<file path="src/rtl/ex_muldiv.sv">
// ex_muldiv: iterative multiply/divide unit for the execute stage.
//
// Runs one MULTU/MULT/DIVU/DIV at a time. A normal operation iterates for
// WIDTH cycles and a divide by zero takes one cycle. Both finish with a
// one-cycle ready_o pulse.
//
// Ports:
//   clk        clock, rising edge
//   rst        asynchronous active-high reset
//   start_i    request a new operation (sampled only in IDLE)
//   op_i       00 MULTU, 01 MULT, 10 DIVU, 11 DIV
//   opdata1_i  multiplicand / dividend
//   opdata2_i  multiplier / divisor
//   annul_i    cancel the operation in flight (RUN / DIVZERO)
//   result_o   {HI, LO}: full product, or {remainder, quotient}
//   ready_o    one-cycle completion pulse, result_o valid while high
//   busy_o     operation in flight (stall request), low in DONE
module ex_muldiv #(
  parameter int WIDTH = 32
) (
  input  logic               clk,
  input  logic               rst,
  input  logic               start_i,
  input  logic [1:0]         op_i,
  input  logic [WIDTH-1:0]   opdata1_i,
  input  logic [WIDTH-1:0]   opdata2_i,
  input  logic               annul_i,
  output logic [2*WIDTH-1:0] result_o,
  output logic               ready_o,
  output logic               busy_o
);

  localparam int CW = $clog2(WIDTH) + 1;
  localparam logic [CW-1:0] LAST = CW'(WIDTH - 1);

  typedef enum logic [1:0] {IDLE, DIVZERO, RUN, DONE} state_t;

  state_t             state, state_n;
  logic [CW-1:0]      cnt;
  logic               is_div;
  logic               neg_q;    // product sign for multiply, quotient sign for divide
  logic               neg_r;    // remainder sign
  logic [WIDTH-1:0]   mag_b;    // multiplicand magnitude (mul) / divisor magnitude (div)
  logic [2*WIDTH-1:0] acc, acc_n;
  logic               accept, div_by_zero;
  logic [WIDTH-1:0]   addend;
  logic [WIDTH:0]     sum, shifted, diff;

  // Two's-complement magnitude. The most-negative value maps to 2^(WIDTH-1),
  // which fits because the magnitude is treated as unsigned.
  function automatic logic [WIDTH-1:0] magnitude(input logic [WIDTH-1:0] v,
                                                 input logic             is_signed);
    return (is_signed && v[WIDTH-1]) ? -v : v;
  endfunction

  // Apply the recorded signs to the unsigned iteration result.
  function automatic logic [2*WIDTH-1:0] sign_correct(input logic [2*WIDTH-1:0] raw,
                                                      input logic               div,
                                                      input logic               nq,
                                                      input logic               nr);
    logic [WIDTH-1:0] hi, lo;
    hi = raw[2*WIDTH-1:WIDTH];
    lo = raw[WIDTH-1:0];
    if (!div) return nq ? -raw : raw;
    return {(nr ? -hi : hi), (nq ? -lo : lo)};
  endfunction

  assign accept      = (state == IDLE) && start_i && !annul_i;
  assign div_by_zero = op_i[1] && (opdata2_i == '0);

  // One iteration step. For multiply, acc = {partial product, remaining
  // multiplier bits}, consumed LSB first. For divide, acc = {partial remainder,
  // dividend bits shifting out MSB first / quotient bits shifting in at LSB}.
  always_comb begin
    addend  = acc[0] ? mag_b : '0;
    sum     = {1'b0, acc[2*WIDTH-1:WIDTH]} + {1'b0, addend};
    shifted = {acc[2*WIDTH-1:WIDTH], acc[WIDTH-1]};
    diff    = shifted - {1'b0, mag_b};
    acc_n   = {sum, acc[WIDTH-1:1]};
    if (is_div) begin
      // The remainder stays below the divisor, so a negative difference keeps
      // the shifted value, which then fits in WIDTH bits.
      if (diff[WIDTH]) acc_n = {shifted[WIDTH-1:0], acc[WIDTH-2:0], 1'b0};
      else             acc_n = {diff[WIDTH-1:0],    acc[WIDTH-2:0], 1'b1};
    end
  end

  always_ff @(posedge clk or posedge rst) begin
    if (rst) state <= IDLE;
    else     state <= state_n;
  end

  always_comb begin
    state_n = state;
    case (state)
      IDLE:    if (accept) state_n = div_by_zero ? DIVZERO : RUN;
      DIVZERO: state_n = annul_i ? IDLE : DONE;
      RUN: begin
        if (annul_i)          state_n = IDLE;
        else if (cnt == LAST) state_n = DONE;
      end
      DONE:    state_n = IDLE;
      default: state_n = IDLE;
    endcase
  end

  always_ff @(posedge clk or posedge rst) begin
    if (rst) begin
      cnt      <= '0;
      is_div   <= 1'b0;
      neg_q    <= 1'b0;
      neg_r    <= 1'b0;
      mag_b    <= '0;
      acc      <= '0;
      result_o <= '0;
      ready_o  <= 1'b0;
      busy_o   <= 1'b0;
    end else begin
      // Outputs are registered from the next state so they line up with it.
      ready_o <= (state_n == DONE);
      busy_o  <= (state_n == RUN) || (state_n == DIVZERO);
      case (state)
        IDLE: begin
          if (accept) begin
            cnt    <= '0;
            is_div <= op_i[1];
            neg_q  <= op_i[0] & (opdata1_i[WIDTH-1] ^ opdata2_i[WIDTH-1]);
            neg_r  <= op_i[0] & opdata1_i[WIDTH-1];
            if (op_i[1]) begin
              mag_b <= magnitude(opdata2_i, op_i[0]);
              acc   <= {{WIDTH{1'b0}}, magnitude(opdata1_i, op_i[0])};
            end else begin
              mag_b <= magnitude(opdata1_i, op_i[0]);
              acc   <= {{WIDTH{1'b0}}, magnitude(opdata2_i, op_i[0])};
            end
          end
        end
        RUN: begin
          if (!annul_i) begin
            acc <= acc_n;
            cnt <= cnt + CW'(1);
            if (cnt == LAST) result_o <= sign_correct(acc_n, is_div, neg_q, neg_r);
          end
        end
        DIVZERO: begin
          if (!annul_i) result_o <= '0;
        end
        default: ;
      endcase
    end
  end

endmodule

</file>
<file path="config.mk">
export PLATFORM = sky130hd
export DESIGN_NAME = ex_muldiv
export DESIGN_NICKNAME = d
export VERILOG_FILES = /design/src/rtl/ex_muldiv.sv
export SDC_FILE = /design/constraint.sdc
export NUM_CORES = 1
export LEC_CHECK = 0
export CAP_MARGIN = 0
export CORE_ASPECT_RATIO = 1.2
export CORE_MARGIN = 5
export CORE_UTILIZATION = 50
export DETAILED_ROUTE_END_ITERATION = 8
export DONT_BUFFER_PORTS = 1
export GPL_TIMING_DRIVEN = 0
export SYNTH_ARGS = -nofsm -noshare
export SYNTH_HDL_FRONTEND = slang
export SYNTH_SLANG_ARGS = --single-unit
export TNS_END_PERCENT = 20
</file>
<file path="constraint.sdc">
create_clock -name clk -period 7.7 [get_ports clk]
set_input_delay 1.54 -clock clk [delete_from_list [all_inputs] [get_ports clk]]
set_output_delay 1.54 -clock clk [all_outputs]
set_load 0.02 [all_outputs]
</file>
==> metrics.cfg <==
[power]
power-per-cell-area_nw_per_um2 = 388.0
peakVddDrop_mv = 0.1714
finalPower_mw = 6.289
leakage_nw = 6.862

[timing]
slew-limit-headroom_pct = 12.30
slew_violations = 0
worst_pin_slew_ns = 1.297
skew_ns = 0.02095
report.final.setup_viol = 0
timing_hold_violations_final = 0
final.period_utilization_pct = 95.10
setup-tns-final_ns = 0
fin_ws_ns = 0.3776
clock.fmax_mhz = 136.6
rsz0062_at_grt = false
fin_crit_ns = 7.322

[global_routing]
grtUsageTotal_pct = 34.00
grt_max_degree = 93
grt_pass1_wl_mm = 88.58
grt_overflow = 0
antenna_found_initial = 2
grt_pass1_vias = 15110

[floorplanning]
rows = 69
io_pins = 136
die_area_um2 = 33650
start_util_pct = 50.77
die_h_um = 199.9
core-area_um2 = 29610
die_w_um = 168.3

[worst_setup_path]
ff2ff_path_depth = 25
cp-start-kind = register
crit_family = simple AND/OR/NAND/NOR gates
slowest_delay_ns = 0.60
path_max_fanout = 9
crit_buf_inv = 3
rr_startpoint = acc[31]
required_ns = 8.00
reg2reg_slack_ns = 0.38
endpoint_kind = register
slowest_stage = or4_1
critical_path_class = register to register
r2r_end = result_o[60]
crit_arrival_ns = 7.62
critPathMostFrequentCell = o21ai_0

[route]
finalWirelength_mm = 58.15
wl_per_cell_um = 24.49
route.vias.total = 15270
vias_per_cell = 6.433
drtAntennaViolNets = 0
drc = 0
drt_first_iter_violations = 1461
first_pass_iters = 5

[clock_tree]
clk_pin_slew_ns = 0.07
cts_buffers = 17
clock_tree.buffer_depth = 2
cts-htree-levels = 4
insertion_delay_ns = 0.45
clock_sinks = 173
cts_tree = built
cts_root_buffer = clkbuf_16

[hold_path]
holdPathEnd = mag_b[10]
hold_depth = 2
min_from = mag_b[10]
hold_path_class = register to register

[yosys]
synth_top_area_share_pct = 28.80
syn_nets = 2088
yosys_warnings = 0
ys_ff_latch = 173
ys_seq_area_share_pct = 28.80
synthesis.area_um2 = 15030
syn_inst = 1946
synth_area_leaders = dfrtp_1 (29%), o21ai_0 (7.7%), xnor2_1 (6.5%)
synth-async-reset-ratio_pct = 100.0
synth_flop_cell = dfrtp_1
synth_largest_area_cell = dfrtp_1
synth_edf_count = 0
ys_types = 85
synth_area_per_cell_um2 = 7.725

[layout]
finalNetCount = 2111
drive_above_1_share_pct = 4.188
syn_to_final_growth_pct = 7.824
layout_commonest_cell = nand2_1
most-common-layout-cells = nand2_1 (250), o21ai_0 (230), dfrtp_1 (173)
stdcell_count = 2374

[placed_design]
port-buffer-count = 0
place.gp.congestion = 1.000
dp.cells = 2337
hpwl_mm = 46.81
dpl_worst_slack_ns = -0.4914

[outcome]
status = complete, no violations

[run]
drv_cap = 0

flip-flops by register name, indices dropped and copies added (netlist names):
| register | cells |
|---|---|
| cnt | 6 |
| state | 2 |
| neg_r | 1 |
| busy_o | 1 |
| is_div | 1 |
| mag_b | 32 |
| result_o | 64 |
| neg_q | 1 |
| acc | 64 |
| ready_o | 1 |
worst max path at each step:
stage | from | endpoint | slack [ns] | cells past startpoint
6_report | acc[31] | result_o[60] | 0.38 | 25
5_1_grt | acc[31] | result_o[60] | 0.004 | 25
4_1_cts | acc[31] | result_o[60] | 0.005 | 24
3_5_place_dp | acc[31] | result_o[60] | -0.49 | 24
3_3_place_gp | rst | mag_b[13] | -0.52 | 1
2_1_floorplan | rst | acc[0] | 1.47 | 1
Yosys cell counts, types with 4 or more instances:
| cell type | instances |
|---|---|
| and3_1 | 10 |
| o221ai_1 | 33 |
| xnor2_1 | 112 |
| nand3b_1 | 4 |
| a211o_1 | 4 |
| o22ai_1 | 7 |
| o21bai_1 | 12 |
| buf_1 | 11 |
| a21boi_0 | 4 |
| nor2b_1 | 9 |
| nand4_1 | 17 |
| nor3_1 | 34 |
| xor2_1 | 58 |
| a21oi_1 | 150 |
| ha_1 | 70 |
| inv_1 | 66 |
| o211ai_1 | 26 |
| a211oi_1 | 16 |
| mux2i_1 | 39 |
| o21ai_0 | 230 |
| and4_1 | 4 |
| clkbuf_1 | 94 |
| o21ai_1 | 5 |
| a41oi_1 | 6 |
| buf_2 | 10 |
| or2_2 | 10 |
| dfrtp_1 | 173 |
| nor4_1 | 12 |
| a21o_1 | 26 |
| nor4b_1 | 4 |
| nand3_1 | 81 |
| o31ai_1 | 17 |
| nor2_1 | 132 |
| a22o_1 | 17 |
| nand2_1 | 250 |
| a31oi_1 | 23 |
| nor3b_1 | 7 |
| nand2b_1 | 11 |
| or3_1 | 19 |
| o21a_1 | 15 |
| and2_1 | 44 |
| o41ai_1 | 5 |
per-layer routing:
| metal | wire (um) | global-route usage [%] | up-vias |
|---|---|---|---|
| met5 | 18 | 0 | - |
| met2 | 28250 | 58.67 | 662 |
| met4 | 4086 | 21.17 | 2 |
| met1 | 22240 | 39.92 | 7341 |
| li1 | - | - | 7076 |
| met3 | 3559 | 5.161 | 190 |
tightest hold or removal path: stages (launching register included):
cell and delay [ns]:
dfrtp_1 0.38, nand2_1 0.05, o21ai_0 0.06
cells by family after synthesis:
family / after synthesis / share of synthesized area [%]
AOI/OAI and AO/OA: 639 / 26.59
xor gates and xnor gates: 170 / 9.904
adders and majority gates: 72 / 6.092
buffers and inverters: 184 / 4.786
DFF: 173 / 28.80
muxes: 41 / 2.747
and+or+nand+nor: 667 / 21.08
report_power, final:
| group | switching, mW | internal, mW |
|---|---|---|
| clock | 0.426 | 0.478 |
| sequential | 0.298 | 1.09 |
| combinational | 2.61 | 1.39 |
| total | 3.34 | 2.95 |
cell type report:
cell class	count	area [um^2]
fillers	2916	13400
diodes	2	5.005
plain buffers	118	471.7
clock inverters	13	142.6
clock buffers	19	452.9
well taps	390	488.0
flip-flops and latches	173	4329
inverters	66	255.2
multi-input cells	1589	10010
repair buffers	4	50.05
repair_timing:
item	in CTS	in global routing
resized for setup	3	2
buffers inserted	0	3
hold buffers	0	0
pin swaps	0	1
endpoints found under the setup margin	15	14
metrics by stage:
stage,hold slack [ns],util [%],cell area [um^2]
2_1_floorplan,0.4639,-,15030
3_3_place_gp,0.4942,52.41,15520
3_5_place_dp,0.5025,52.53,15560
4_1_cts,0.5202,54.61,16170
5_1_grt,0.5401,54.72,16200
6_report,0.5263,54.74,16210
No activity file was read; power rests on OpenSTA's default activity.
